$ cat config.mk
export PLATFORM = sky130hd
export DESIGN_NAME = serial_adder_ctrl
export DESIGN_NICKNAME = d
export VERILOG_FILES = /design/src/rtl/serial_adder_ctrl.sv
export SDC_FILE = /design/constraint.sdc
export NUM_CORES = 1
export LEC_CHECK = 0
export CORE_MARGIN = 1.5
export CORE_UTILIZATION = 53
export CTS_BUF_LIST = sky130_fd_sc_hd__clkbuf_4 sky130_fd_sc_hd__clkbuf_8
export CTS_CLUSTER_DIAMETER = 120
export DETAILED_ROUTE_END_ITERATION = 10
export GPL_TIMING_DRIVEN = 0
export PLACE_DENSITY = 0.82
export RECOVER_POWER = 100
export SETUP_SLACK_MARGIN = 0.4
export SYNTH_ARGS = -nofsm -noshare
export SYNTH_HDL_FRONTEND = slang
export SYNTH_HIERARCHICAL = 1
export SYNTH_SLANG_ARGS = --single-unit
$ cat constraint.sdc
create_clock -name CLOCK_50 -period 1.7 [get_ports CLOCK_50]
set_input_delay 0.255 -clock CLOCK_50 [delete_from_list [all_inputs] [get_ports CLOCK_50]]
set_output_delay 0.255 -clock CLOCK_50 [all_outputs]
set_load 0.1 [all_outputs]
$ cat src/rtl/serial_adder_ctrl.sv
// Bit-serial adder: operands shift out LSB first through a 1-bit full adder,
// result shifts into SUM from the MSB end; IDLE -> ADD (WIDTH cycles) -> FIN.

module serial_adder_bit (
    input  logic a,
    input  logic b,
    input  logic ci,
    output logic s,
    output logic co
);
    logic hs, hc, hc2;

    // two half adders with their carries merged
    assign hs  = a ^ b;
    assign hc  = a & b;
    assign s   = hs ^ ci;
    assign hc2 = hs & ci;
    assign co  = hc | hc2;
endmodule

module serial_adder_ctrl #(
    parameter int WIDTH = 8
) (
    input  logic             CLOCK_50,
    input  logic             RESET_N,
    input  logic             START,
    input  logic [WIDTH-1:0] A,
    input  logic [WIDTH-1:0] B,
    output logic             BUSY,
    output logic             DONE,
    output logic [WIDTH-1:0] SUM,
    output logic             COUT
);
    localparam int CW = $clog2(WIDTH);

    typedef enum logic [1:0] {IDLE, ADD, FIN} state_t;

    state_t           state, nstate;
    logic [WIDTH-1:0] opa, opb;
    logic             carry;
    logic [CW-1:0]    cnt;
    logic             bit_s, bit_co;
    logic             last;

    serial_adder_bit u_bit (
        .a  (opa[0]),
        .b  (opb[0]),
        .ci (carry),
        .s  (bit_s),
        .co (bit_co)
    );

    assign last = (cnt == CW'(WIDTH - 1));

    always_ff @(posedge CLOCK_50 or negedge RESET_N) begin
        if (!RESET_N) state <= IDLE;
        else          state <= nstate;
    end

    always_comb begin
        nstate = state;
        case (state)
            IDLE:    if (START) nstate = ADD;
            ADD:     if (last)  nstate = FIN;
            FIN:     nstate = IDLE;
            default: nstate = IDLE;
        endcase
    end

    always_comb begin
        BUSY = 1'b0;
        DONE = 1'b0;
        case (state)
            ADD:     BUSY = 1'b1;
            FIN:     begin BUSY = 1'b1; DONE = 1'b1; end
            default: ;
        endcase
    end

    always_ff @(posedge CLOCK_50 or negedge RESET_N) begin
        if (!RESET_N) begin
            opa   <= '0;
            opb   <= '0;
            carry <= 1'b0;
            cnt   <= '0;
            SUM   <= '0;
            COUT  <= 1'b0;
        end else if (state == IDLE && START) begin
            opa   <= A;
            opb   <= B;
            carry <= 1'b0;
            cnt   <= '0;
        end else if (state == ADD) begin
            opa   <= opa >> 1;
            opb   <= opb >> 1;
            carry <= bit_co;
            cnt   <= cnt + CW'(1);
            SUM   <= {bit_s, SUM[WIDTH-1:1]};
            if (last) COUT <= bit_co;
        end
    end
endmodule

# After elaboration in Yosys (flattened, before gate mapping)
# Cells that the tools add are included.
dict set report classes {
  addsub 1
  eq_ne 5
  n_mux 13
  bitwise_logic 6
  n_reduce_logical 7
}
# op n
set op_table {}
lappend op_table {{8-bit 2-to-1 mux} 4}
lappend op_table {{3-bit 2-to-1 mux} 2}
lappend op_table {{1-bit 2-to-1 mux} 4}
lappend op_table {{2-bit 2-to-1 mux} 2}
lappend op_table {{2-bit inequality test (second input constant)} 2}
lappend op_table {{2-bit case mux with 2 select lines} 1}
lappend op_table {{2-bit AND reduction} 2}
lappend op_table {{3-bit by 1-bit adder with 3-bit output (second input constant)} 1}
lappend op_table {{3-bit equality test (second input constant)} 1}
lappend op_table {{3-bit AND reduction} 1}
lappend op_table {{1-bit AND} 2}
lappend op_table {{2-bit by 1-bit equality test with 1-bit output (second input constant)} 1}
lappend op_table {{2-bit equality test (second input constant)} 1}
lappend op_table {{2-bit logical NOT} 1}
lappend op_table {{2-bit nonzero test} 1}
lappend op_table {{2-bit OR reduction} 1}
lappend op_table {{1-bit bitwise XOR} 2}
lappend op_table {{1-bit logical AND} 1}
lappend op_table {{1-bit inverter} 1}
lappend op_table {{1-bit OR} 1}
dict set report totals {
  register_bits 31
  inputBits 19
  output_inout_bits 11
  word_cells 39
}

# Depth between registers and ports, before layout
dict set report logic_depth {
  depth_word 5
  ltp_mapped 7
  mapped_depth_nobuf 5
}

# Modules after synthesis
# Netlist, hierarchy kept.
# module n_inst cells_each area_per_inst_um2 seq_area_each_um2
set by_module_without_submodules {}
lappend by_module_without_submodules {serial_adder_ctrl 1 121 1491.4 775.7}
lappend by_module_without_submodules {serial_adder_bit 1 1 20.0 0.0}

# Least setup slack after synthesis
# No wires, ideal clock.
dict set report synth_path {
  path_kind {flip-flop to output port}
  start {register state[0]}
  end {output port BUSY}
  arrival_ns 1.255
  path_slack_ns 0.190
  path_stages_with_launch 3
  path_cell_list {dfrtp_1 > inv_1 > ha_1}
}
dict set report synth_via {
  elab_chain_len 3
  word_cells_on_any_way 4
  classes_between {eq/ne: 2; mux: 1; reduce/logical: 1}
}
# item line_no
set synth_lines {}
lappend synth_lines {{start: declaration} 38} ;# state_t state, nstate;
lappend synth_lines {{start signal: assignment} 57} ;# else state <= nstate;
lappend synth_lines {{2-bit by 1-bit equality test with 1-bit output / 2-bit equality test (equally long branches)} 73} ;# case (state)
lappend synth_lines {{2-bit OR reduction (no source line) (*)} --}
lappend synth_lines {{1-bit 2-to-1 mux (*)} 73}
lappend synth_lines {{end: declaration} 29} ;# output logic BUSY,
# Every way passes the cells marked *; elsewhere a longest branch is shown, timed or not.

# Worst setup path in the final report
# Ends and elaborated chain as after synthesis.

==> results.txt <==
The total I/O pin count came out at 30. The placeable core region is around 2700 um2. The cell area after synthesis came out at between 1500 and 2000 um2.

The height of the die is 56.4 um. TritonCTS built the clock tree. The post-layout worst setup margin came out at 0.140 ns.

The yosys synthesis warning count is 6. The number of hold-repair buffers added at the cts stage came out at 0. The post-synthesis simple-gate area fraction is under 10%.

The number of nets in the layout came out at 189. For this run, the total global-route usage over all layers was measured as 20.6%. Of the total synthesized cell area, the portion taken by full adders, half adders and majority gates is ~6.3%. After legalization and detailed placement, the total HPWL measured 2.01 mm. The run finished, with violations left.

After synthesis the netlist holds a flip-flop and latch count of 31. The summed negative setup slack over all endpoints is 0 ns. The post-route antenna net violation count is 0. The synthesis-to-finish area growth is 27.1%. The minimum period implied by the final worst setup slack is 1.56 ns. Routability-driven placement finished with a final weighted congestion of 0.753. The area enclosed by the die boundary is 3180 um2.

Max-cap violations in this run came to 0. When the netlist entered floorplanning its net count stood at 148. The synthesized-area fraction occupied by xor and xnor cells came out at 0.579%. The count of buffers added on input and output ports is 29.

The final reports fail on hold timing. The number of flops mapped to enable cells by yosys is 0. Setup repair after global routing could not meet its margin everywhere. The worst slew margin relative to its limit is 49.5%. The clock latency on the worst-skew pair is 0.33 ns. The worst slack at placement came out at -0.382 ns. The worst setup path is of the register to output pin kind.

The final setup violation count is 0. The number of antenna diodes came out at 0. In the final layout, the share of cells above drive strength 1 is around 30%.

The post-detailed-route wirelength per cell came out at between 15 and 20 um. The post-route DRC violation count came out at 0. The actual slew at the worst max-slew pin is 0.758 ns.

The core occupancy in the finished layout is 70.3%. The peak clock frequency supported by timing came out at between 600 and 700 MHz. Counting the fill cells in the layout gives 205. The wire length of the first global-routing pass came out at 4.98 mm. The minimum setup slack among reg-to-reg paths is 0.17 ns. The via count of the routed design is 1022. The synthesized netlist cell count is 122. The number of unique standard cell types used by synthesis is 22. After detailed routing, the number of vias per cell comes to 5.24. The compound-gate portion of the synthesized area is slightly above 7%.

The number of antenna violations at the first check in global routing came to 0. The routed wire length came out at 2.97 mm. The worst setup path is captured at an output pin. The fraction of the yosys area taken by sequential cells came out at 51.3%. The final hold violation count is 31.

The max-slew violation total from the final report is 0. The overall die width came out at 56.4 um. The via count of the first global-routing pass is 1092. The H-tree generated during clock tree synthesis spans 2 levels. The clock passes through at most 2 buffers. The clock transition at the registers of the reported paths is 0.09 ns.

Between clock sinks in the finished design, the worst skew comes to 0.00557 ns. The effective utilization at floorplan is 55.3%. Entering global routing, the biggest net connects 32 pins.

After synthesis, the largest family of logic cells by area is multiplexers. For the worst setup path, the data required time is about 1.4 ns. The tree is rooted in a sky130_fd_sc_hd__clkbuf_4. The dominant register cell in the synthesized netlist is sky130_fd_sc_hd__dfrtp_1. The proportion of synthesized flip-flops having asynchronous set or reset is 100%.

Global routing finished with a remaining overflow of 0. The cell row count came out at 19. Dividing the synthesized area by the synthesized cell count gives 12.4 um2. The first-pass detailed-route iteration total is 4. STA puts the critical path data arrival time at 1.30 ns. The maximum net fanout on the critical path came out at 3. The proportion of synthesized area in mux cells came out at between 10% and 20%.

The count of clock tree sinks came out at 31. The number of CTS-inserted buffers is 5. On the final layout, the worst hold slack is -0.0283 ns.

The violation count after the first detailed-route iteration came out at 38. The worst setup path is launched from a register. The path class of the tightest hold or removal check is input pin to async pin. The final clock period utilization by the worst path is 91.7%.
[final timing paths]
check | startpoint | endpoint | cells past startpoint
setup / recovery | state[0] | BUSY | 3
hold / removal | RESET_N | opb[3] | 1
setup reg to reg | state[1] | opa[6] | 6
hold reg to reg | SUM[0] | SUM[0] | 1
max in group asynchronous | RESET_N | SUM[0] | 1
min in group CLOCK_50 | B[4] | opb[4] | 3
[cells by family after synthesis]
kind of cell,after synthesis
xor gates and xnor gates,1
buffers and inverters,11
AOI/OAI and AO/OA,19
and+or+nand+nor,26
adders and majority gates,7
muxes,27
DFF,31
[registers in the layout, indices dropped and copies added (netlist names)]
register / count
COUT: 1
SUM: 8
carry: 1
cnt: 3
opa: 8
opb: 8
state: 2
[Yosys cell counts (2+ instances only)]
library cell	n	share of area, %
sky130_fd_sc_hd__inv_1	3	0.74
sky130_fd_sc_hd__dfrtp_1	31	51
sky130_fd_sc_hd__nand2_1	17	4.2
sky130_fd_sc_hd__mux2_2	7	5.2
sky130_fd_sc_hd__nor2_1	4	0.99
sky130_fd_sc_hd__buf_6	5	3.7
sky130_fd_sc_hd__o21ai_0	2	0.66
sky130_fd_sc_hd__mux2_4	3	3.0
sky130_fd_sc_hd__o21ai_1	15	5.0
sky130_fd_sc_hd__ha_1	6	5.0
sky130_fd_sc_hd__nand2b_1	2	0.83
sky130_fd_sc_hd__mux2i_1	17	11
[stage by stage]
step / cell area [um2] / cells / hold WS, ns
2_1_floorplan: 1530 / 122 / -0.0406
3_3_place_gp: 1860 / 182 / 0.490
3_5_place_dp: 1860 / 182 / 0.498
4_1_cts: 2000 / 195 / 0.380
5_1_grt: 1920 / 195 / 0.0388
6_report: 1920 / 195 / -0.0283
[worst max-delay path, cell delays in order, from the launching register on]
cell and delay, ns:
sky130_fd_sc_hd__dfrtp_1 0.41, sky130_fd_sc_hd__inv_2 0.08, sky130_fd_sc_hd__ha_4 0.27, sky130_fd_sc_hd__buf_6 0.21
[layer usage]
| metal | routed length, um | global-route usage (%) | vias to the layer above |
|---|---|---|---|
| met1 | 1290 | 25.8 | 500 |
| met4 | 42 | 8.16 | 0 |
| met3 | 137 | 5.53 | 6 |
| met5 | 0 | 0 | - |
| li1 | - | - | 491 |
| met2 | 1510 | 33.9 | 25 |
[repair_timing]
action,4_1_cts,5_1_grt
gates cloned,1,0
endpoints found under the setup margin,70,38
buffers inserted,4,0
gates resized for setup,75,11
pin swaps,2,0
[final cells by class]
| cell class | count | area [um2] | area share [%] |
|---|---|---|---|
| flip-flops and latches | 31 | 776 | 40.4 |
| repair buffers | 34 | 277 | 14.4 |
| inverters | 3 | 11.3 | 0.586 |
| clock buffers | 8 | 72.6 | 3.78 |
| plain buffers | 8 | 96.3 | 5.02 |
| multi-input cells | 80 | 649 | 33.8 |
| well taps | 31 | 38.8 | 2.02 |
[layout by cell type, fill, tap and decap left out]
cell type	count
sky130_fd_sc_hd__buf_6	5
sky130_fd_sc_hd__nor2_4	1
sky130_fd_sc_hd__clkbuf_8	2
sky130_fd_sc_hd__buf_4	5
sky130_fd_sc_hd__inv_1	1
sky130_fd_sc_hd__xnor2_1	1
sky130_fd_sc_hd__dfrtp_1	31
sky130_fd_sc_hd__ha_1	3
sky130_fd_sc_hd__clkbuf_1	1
sky130_fd_sc_hd__inv_2	2
sky130_fd_sc_hd__o21ai_0	13
sky130_fd_sc_hd__ha_4	2
sky130_fd_sc_hd__a21oi_4	1
sky130_fd_sc_hd__buf_8	2
sky130_fd_sc_hd__o21a_1	1
sky130_fd_sc_hd__clkdlybuf4s50_1	17
sky130_fd_sc_hd__and2_4	1
sky130_fd_sc_hd__nor2_1	4
sky130_fd_sc_hd__mux2_4	2
sky130_fd_sc_hd__fa_1	1
sky130_fd_sc_hd__nand2b_1	2
sky130_fd_sc_hd__clkbuf_2	11
sky130_fd_sc_hd__mux2_1	1
sky130_fd_sc_hd__buf_12	1
sky130_fd_sc_hd__ha_2	1
sky130_fd_sc_hd__o21ai_1	4
sky130_fd_sc_hd__nand2_1	17
sky130_fd_sc_hd__mux2i_1	17
sky130_fd_sc_hd__mux2_2	7
sky130_fd_sc_hd__clkbuf_4	6
sky130_fd_sc_hd__and2b_1	1
Power is not shown: default switching activity piles up to over one toggle a cycle in this logic, so the estimate is an artifact.
